## src/rtl/ifm_fetch_ctrl.sv

```systemverilog
// ifm_fetch_ctrl
// Upstream feeder for the 3-tap IFM shift buffer. Walks a row-major IFM frame
// in a single-port SRAM (1-cycle read latency). For every output row it streams
// kernel rows 0..2 pixel-by-pixel with aligned sideband tags. A shared stall
// freezes issue and outputs; a read already in flight when the stall lands is
// parked in a 1-entry skid so no pixel is lost or duplicated.
//
// state | meaning
// ------+-----------------------------------------------------------------
// IDLE  | waiting for start; base address latched on accepted start
// RUN   | issuing one SRAM read per unstalled cycle
// DRAIN | all reads issued; waiting for in-flight / skid data to emit
// DONE  | one-cycle done pulse, then back to IDLE
module ifm_fetch_ctrl #(
    parameter int IFM_W  = 16,
    parameter int IFM_H  = 16,
    parameter int ADDR_W = 10,
    parameter int DATA_W = 8
) (
    input  logic              clk,
    input  logic              rst_n,
    input  logic              start,
    input  logic [ADDR_W-1:0] base_addr,
    input  logic              stall,
    output logic              sram_ren,
    output logic [ADDR_W-1:0] sram_addr,
    input  logic [DATA_W-1:0] sram_rdata,
    output logic [DATA_W-1:0] ifm_input,
    output logic              ifm_read,
    output logic              win_valid,
    output logic [1:0]        ky_idx,
    output logic              frame_last,
    output logic              busy,
    output logic              done
);

    localparam int COL_W = $clog2(IFM_W);
    localparam int OY_W  = $clog2(IFM_H);
    localparam logic [COL_W-1:0]  COL_MAX  = COL_W'(IFM_W - 1);
    localparam logic [OY_W-1:0]   OY_MAX   = OY_W'(IFM_H - 3);
    localparam logic [ADDR_W-1:0] ROW_STEP = ADDR_W'(IFM_W);

    typedef enum logic [1:0] {
        S_IDLE  = 2'd0,
        S_RUN   = 2'd1,
        S_DRAIN = 2'd2,
        S_DONE  = 2'd3
    } state_t;

    state_t state_q, state_d;

    logic [COL_W-1:0]  col_q, col_d;
    logic [1:0]        ky_q, ky_d;
    logic [OY_W-1:0]   oy_q, oy_d;
    logic [ADDR_W-1:0] row_base_q, row_base_d;
    logic [ADDR_W-1:0] addr_q, addr_d;

    // tag travelling alongside the read currently in the SRAM
    logic [1:0] tag_ky_q;
    logic       tag_wv_q;
    logic       tag_last_q;
    logic       rd_pend_q;

    logic [DATA_W-1:0] skid_data_q, skid_data_d;
    logic [1:0]        skid_ky_q, skid_ky_d;
    logic              skid_wv_q, skid_wv_d;
    logic              skid_last_q, skid_last_d;
    logic              skid_vld_q, skid_vld_d;

    logic [DATA_W-1:0] ifm_input_q, ifm_input_d;
    logic              ifm_read_q, ifm_read_d;
    logic              win_valid_q, win_valid_d;
    logic [1:0]        ky_idx_q, ky_idx_d;
    logic              frame_last_q, frame_last_d;

    logic issue;
    logic col_last;
    logic ky_last;
    logic oy_last;
    logic frame_end;
    logic cur_wv;

    assign issue     = (state_q == S_RUN) && !stall;
    assign col_last  = (col_q == COL_MAX);
    assign ky_last   = (ky_q == 2'd2);
    assign oy_last   = (oy_q == OY_MAX);
    assign frame_end = col_last && ky_last && oy_last;
    assign cur_wv    = (col_q >= COL_W'(2));

    // state register
    always_ff @(posedge clk or negedge rst_n) begin
        if (!rst_n) begin
            state_q <= S_IDLE;
        end else begin
            state_q <= state_d;
        end
    end

    // next-state logic; DRAIN waits for the last pixel to be consumed unstalled
    always_comb begin
        state_d = state_q;
        case (state_q)
            S_IDLE: begin
                if (start) state_d = S_RUN;
            end
            S_RUN: begin
                if (issue && frame_end) state_d = S_DRAIN;
            end
            S_DRAIN: begin
                if (!rd_pend_q && !skid_vld_q && !stall) state_d = S_DONE;
            end
            S_DONE: begin
                state_d = S_IDLE;
            end
            default: state_d = S_IDLE;
        endcase
    end

    // address walk: row_base tracks base + (oy+ky)*IFM_W without a multiplier
    always_comb begin
        col_d      = col_q;
        ky_d       = ky_q;
        oy_d       = oy_q;
        row_base_d = row_base_q;
        addr_d     = addr_q;
        if ((state_q == S_IDLE) && start) begin
            col_d      = '0;
            ky_d       = '0;
            oy_d       = '0;
            row_base_d = base_addr;
            addr_d     = base_addr;
        end else if (issue && !frame_end) begin
            if (!col_last) begin
                col_d  = col_q + COL_W'(1);
                addr_d = addr_q + ADDR_W'(1);
            end else begin
                col_d = '0;
                if (!ky_last) begin
                    ky_d       = ky_q + 2'd1;
                    row_base_d = row_base_q + ROW_STEP;
                    addr_d     = row_base_q + ROW_STEP;
                end else begin
                    ky_d       = '0;
                    oy_d       = oy_q + OY_W'(1);
                    row_base_d = row_base_q - ROW_STEP;
                    addr_d     = row_base_q - ROW_STEP;
                end
            end
        end
    end

    // counter and address registers
    always_ff @(posedge clk or negedge rst_n) begin
        if (!rst_n) begin
            col_q      <= '0;
            ky_q       <= '0;
            oy_q       <= '0;
            row_base_q <= '0;
            addr_q     <= '0;
        end else begin
            col_q      <= col_d;
            ky_q       <= ky_d;
            oy_q       <= oy_d;
            row_base_q <= row_base_d;
            addr_q     <= addr_d;
        end
    end

    // tag pipeline stage matching the SRAM read latency
    always_ff @(posedge clk or negedge rst_n) begin
        if (!rst_n) begin
            rd_pend_q  <= 1'b0;
            tag_ky_q   <= '0;
            tag_wv_q   <= 1'b0;
            tag_last_q <= 1'b0;
        end else begin
            rd_pend_q <= issue;
            if (issue) begin
                tag_ky_q   <= ky_q;
                tag_wv_q   <= cur_wv;
                tag_last_q <= frame_end;
            end
        end
    end

    // return path: park in-flight data under stall, otherwise drain skid first
    always_comb begin
        skid_data_d  = skid_data_q;
        skid_ky_d    = skid_ky_q;
        skid_wv_d    = skid_wv_q;
        skid_last_d  = skid_last_q;
        skid_vld_d   = skid_vld_q;
        ifm_input_d  = ifm_input_q;
        ifm_read_d   = ifm_read_q;
        win_valid_d  = win_valid_q;
        ky_idx_d     = ky_idx_q;
        frame_last_d = frame_last_q;
        if (stall) begin
            if (rd_pend_q) begin
                skid_data_d = sram_rdata;
                skid_ky_d   = tag_ky_q;
                skid_wv_d   = tag_wv_q;
                skid_last_d = tag_last_q;
                skid_vld_d  = 1'b1;
            end
        end else if (skid_vld_q) begin
            ifm_input_d  = skid_data_q;
            ifm_read_d   = 1'b1;
            win_valid_d  = skid_wv_q;
            ky_idx_d     = skid_ky_q;
            frame_last_d = skid_last_q;
            skid_vld_d   = 1'b0;
        end else if (rd_pend_q) begin
            ifm_input_d  = sram_rdata;
            ifm_read_d   = 1'b1;
            win_valid_d  = tag_wv_q;
            ky_idx_d     = tag_ky_q;
            frame_last_d = tag_last_q;
        end else begin
            ifm_read_d   = 1'b0;
            win_valid_d  = 1'b0;
            ky_idx_d     = '0;
            frame_last_d = 1'b0;
        end
    end

    // skid and output registers
    always_ff @(posedge clk or negedge rst_n) begin
        if (!rst_n) begin
            skid_data_q  <= '0;
            skid_ky_q    <= '0;
            skid_wv_q    <= 1'b0;
            skid_last_q  <= 1'b0;
            skid_vld_q   <= 1'b0;
            ifm_input_q  <= '0;
            ifm_read_q   <= 1'b0;
            win_valid_q  <= 1'b0;
            ky_idx_q     <= '0;
            frame_last_q <= 1'b0;
        end else begin
            skid_data_q  <= skid_data_d;
            skid_ky_q    <= skid_ky_d;
            skid_wv_q    <= skid_wv_d;
            skid_last_q  <= skid_last_d;
            skid_vld_q   <= skid_vld_d;
            ifm_input_q  <= ifm_input_d;
            ifm_read_q   <= ifm_read_d;
            win_valid_q  <= win_valid_d;
            ky_idx_q     <= ky_idx_d;
            frame_last_q <= frame_last_d;
        end
    end

    assign sram_ren   = issue;
    assign sram_addr  = addr_q;
    assign ifm_input  = ifm_input_q;
    assign ifm_read   = ifm_read_q;
    assign win_valid  = win_valid_q;
    assign ky_idx     = ky_idx_q;
    assign frame_last = frame_last_q;
    assign busy       = (state_q != S_IDLE);
    assign done       = (state_q == S_DONE);

endmodule

```

## config.mk

```make
export PLATFORM = sky130hd
export DESIGN_NAME = ifm_fetch_ctrl
export DESIGN_NICKNAME = d
export VERILOG_FILES = /design/src/rtl/ifm_fetch_ctrl.sv
export SDC_FILE = /design/constraint.sdc
export NUM_CORES = 1
export LEC_CHECK = 0
export BUFFER_PORTS_ARGS = -buffer_cell sky130_fd_sc_hd__buf_2
export CAP_MARGIN = 40
export CELL_PAD_IN_SITES_DETAIL_PLACEMENT = 1
export CELL_PAD_IN_SITES_GLOBAL_PLACEMENT = 1
export CORE_MARGIN = 5
export CORE_UTILIZATION = 35
export DETAILED_ROUTE_END_ITERATION = 12
export PLACE_DENSITY_LB_ADDON = 0.1
export SYNTH_ARGS = -nofsm -noshare
export SYNTH_HDL_FRONTEND = slang
export SYNTH_SLANG_ARGS = --single-unit
```

## constraint.sdc

```tcl
create_clock -name clk -period 3.75 [get_ports clk]
set_input_delay 0.375 -clock clk [delete_from_list [all_inputs] [get_ports clk]]
set_output_delay 0.375 -clock clk [all_outputs]
set_load 0.01 [all_outputs]
```

==> flow_summary.json <==
{
  "cts_sinks": 63,
  "yosysUniqueCellTypes": 53,
  "n_antenna_cell": 0,
  "netlist_instances": 347,
  "critPathKind": "flip-flop to flip-flop",
  "cap_violations": 0,
  "clkTransAtPathRegs_ps": 80,
  "cpPeakStageDelay_ps": 670,
  "crit_slowest_cell": "o31ai_4",
  "min_period_over_period_pct": 62.67,
  "final_util_pct": 41.17,
  "final_cells": 524,
  "critPathBufInv": 0,
  "crit_chain": "ha_1 -> nand3_2 -> o31ai_4 -> nand2_2 -> mux2i_1 -> o211ai_1",
  "fp-row-count": 36,
  "rsz0062_at_grt": "no",
  "grt_pass1_wl_um": 14660,
  "drc": 0,
  "grt_pass1_vias": 2808,
  "routed_via_density": 5.158,
  "drtIter0Drc": 148,
  "track_usage_pct": 16.03,
  "power.switching_uw": 776.6,
  "vdd_ir_drop_max_uv": 229.5,
  "start_util_pct": 35.55,
  "die_y_um": 109.0,
  "routedWlPerCell_um": 16.58,
  "port_buffers": 47,
  "p_per_area_nw_per_um2": 582.3,
  "finalNetCount": 419,
  "wl_um": 8687,
  "syn_nets": 380,
  "cp_top_family": "compound AO/OA/AOI/OAI gates",
  "period_minus_slack_ps": 2350,
  "coreArea_sq_um": 9639,
  "multi_input_area_sq_um": 1688,
  "cts_made_buffers": 9,
  "cts_root_buf": "clkbuf_8",
  "cp.arrival_ps": 2580,
  "fin_ws_ps": 1400,
  "regArea_sq_um": 1577,
  "dp_hpwl_um": 6033,
  "grt_max_degree": 42,
  "path_max_fanout": 20,
  "max-clock-path-buffers": 2,
  "ys_ff_latch": 63,
  "setup_tns_ps": 0,
  "setup_viol": 0,
  "gp_congestion": 0.7565,
  "worst_pin_slew_ps": 821.8,
  "status": "finished clean",
  "dp_cells": 507,
  "start_kind": "flip-flop",
  "tritoncts": "done",
  "final_layout_size_suffix_gt1_share_pct": 24.55,
  "ys_seq_area_share_pct": 46.00,
  "holdWs_ps": 232.5,
  "skew_ps": 7.232,
  "yosys_warnings": 0,
  "switching_share_pct": 33.60,
  "fillCellCount": 1161,
  "pwr-share-clk_pct": 32.2,
  "first_pass_iters": 4,
  "ios": 48,
  "worstSkewPairLatency_ps": 350,
  "crit_required_ps": 3980,
  "achievable-frequency_ghz": 0.4255,
  "hold_violations": 0,
  "end_kind": "flip-flop",
  "netlist_area_sq_um": 3427,
  "h-tree-depth": 3,
  "hold_path_class": "input port to flip-flop",
  "ant_nets": 0,
  "grt_overflow": 0,
  "syn_avg_cell_area_sq_um": 9.876,
  "combPwrFrac_pct": 24.0,
  "seq_power_share_pct": 43.8,
  "die_x_um": 109.0,
  "synthToLayoutAreaGrowth_pct": 15.81,
  "place_ws_ps": 1411,
  "post_cts_resized": 0,
  "report.final.slew_viol_count": 0,
  "relSlewSlack_pct": 45.08,
  "die_area_sq_um": 11870,
  "dr_total_vias": 2703,
  "internal_power_mw": 1.534,
  "antenna_found_initial": 0,
  "leakage_nw": 1.778
}
area by class of cell:
class / instances / share of cell area, %
clock inverter: 7 / 3.026
tap: 133 / 4.193
clock buffer: 9 / 3.121
inverter: 9 / 0.8512
multi-input combinational: 253 / 42.53
timing repair buffer: 50 / 6.557
sequential: 63 / 39.72
worst reg2reg max path: cells and delay by family (launching register included):
family	cells	cell delay [ps]
adder cells (fa/ha/maj)	1	260
multiplexers	1	190
flip-flops	1	410
AND/OR/NAND/NOR	2	570
AO/OA/AOI/OAI	2	790
cells in the mapped netlist, drive strengths merged:
cell type	n	share of area [%]
nand3	7	1.3
a21oi	25	3.8
and4	2	0.51
ha	11	4.0
o31a	1	0.26
o221ai	1	0.44
nand2	42	4.7
nand4	6	1.1
o41ai	1	0.47
o21ai	29	4.2
or3	4	0.73
nor2	28	3.2
inv	9	0.99
o22ai	2	0.37
buf	10	2.4
xnor2	9	2.3
and2	3	0.55
nor4b	2	1.1
o31ai	2	1.2
mux2	13	4.4
o211ai	2	0.58
a31oi	4	0.73
xor2	7	1.8
o311a	1	0.29
clkbuf	12	1.3
and3	2	0.37
nor3	6	1.0
nand2b	4	1.2
nor4	1	0.18
mux2i	4	1.2
o21a	2	0.44
a221oi	1	0.26
a211oi	2	0.44
a22oi	13	2.8
a311oi	1	0.26
a32oi	2	0.51
dfrtp	63	46
or3b	1	0.26
or2	1	0.26
nor2b	11	2.0
layer usage:
| metal | vias up | global-route usage, % | part of all wire [%] |
|---|---|---|---|
| met5 | - | 0 | 0 |
| met4 | 0 | 4.599 | 1.1 |
| met3 | 7 | 4.322 | 4.6 |
| met2 | 54 | 25.39 | 46 |
| met1 | 1347 | 21.51 | 49 |
| li1 | 1295 | - | - |
power by group through the flow:
stage / registers, mW / clock network [mW] / logic (mW)
floorplan: 1.00 / 0 / 0.388
global placement: 1.02 / 0 / 0.549
detailed placement: 1.03 / 0 / 0.561
CTS: 1.01 / 0.767 / 0.567
global route: 1.04 / 0.803 / 0.634
finish: 1.01 / 0.744 / 0.555
through the flow:
stage / instance area, sq um / power (mW)
after global placement: 3715 / 1.570
after global routing: 3969 / 2.481
final: 3969 / 2.311
after detailed placement: 3715 / 1.587
after floorplan: 3427 / 1.388
after CTS: 3969 / 2.348
state kept, by name (all words and copies together), names as in the netlist:
register     flops
rd_pend_q        1
ifm_input        8
ifm_read         1
skid_last_q      1
frame_last       1
tag_ky_q         2
win_valid        1
skid_ky_q        2
tag_last_q       1
row_base_q      10
tag_wv_q         1
state_q          2
skid_data_q      8
ky_idx           2
col_q            4
skid_wv_q        1
sram_addr       10
ky_q             2
skid_vld_q       1
oy_q             4
cells in the final DEF, fill, tap and decap left out, types with 3 or more instances in the layout:
cell type,instances
or3_1,4
a22oi_1,13
xor2_1,7
and2_1,3
nand3_1,5
a31oi_1,4
dfrtp_1,63
mux2i_1,4
nor2b_1,11
mux2_2,12
ha_1,11
nand2_1,41
o21ai_0,26
o21ai_1,3
buf_2,47
a21oi_1,24
clkbuf_8,9
nor3_1,5
bufinv_16,3
nor2_1,26
xnor2_1,9
nand4_1,6
inv_1,8
cells by family (layout without fill, tap and decap cells):
logic type / after synthesis / after routing / share of synthesized area [%]
buffers and inverters: 31 / 75 / 4.746
XOR/XNOR: 16 / 16 / 4.089
AND/OR/NAND/NOR: 120 / 120 / 18.47
adder cells (fa/ha/maj): 11 / 11 / 4.016
multiplexers: 17 / 17 / 5.549
AO/OA/AOI/OAI: 89 / 89 / 17.12
flip-flops: 63 / 63 / 46.00
final timing paths:
kind	endpoint	slack, ps	cells past startpoint	startpoint
hold reg to reg	ky_idx[0]	480	2	ky_idx[0]
max in group asynchronous	skid_data_q[0]	2270	3	rst_n
setup / recovery	sram_addr[9]	1400	6	col_q[0]
setup reg to reg	sram_addr[9]	1400	6	col_q[0]
min in group asynchronous	ifm_input[2]	520	2	rst_n
hold / removal	row_base_q[0]	230	3	base_addr[0]
repair_timing:
action,CTS,global route
hold endpoints to repair,10,0
hold buffers,1,0
setup buffers,0,0
setup endpoints to repair,0,0
Note: power is estimated with default switching activity, not from simulation.
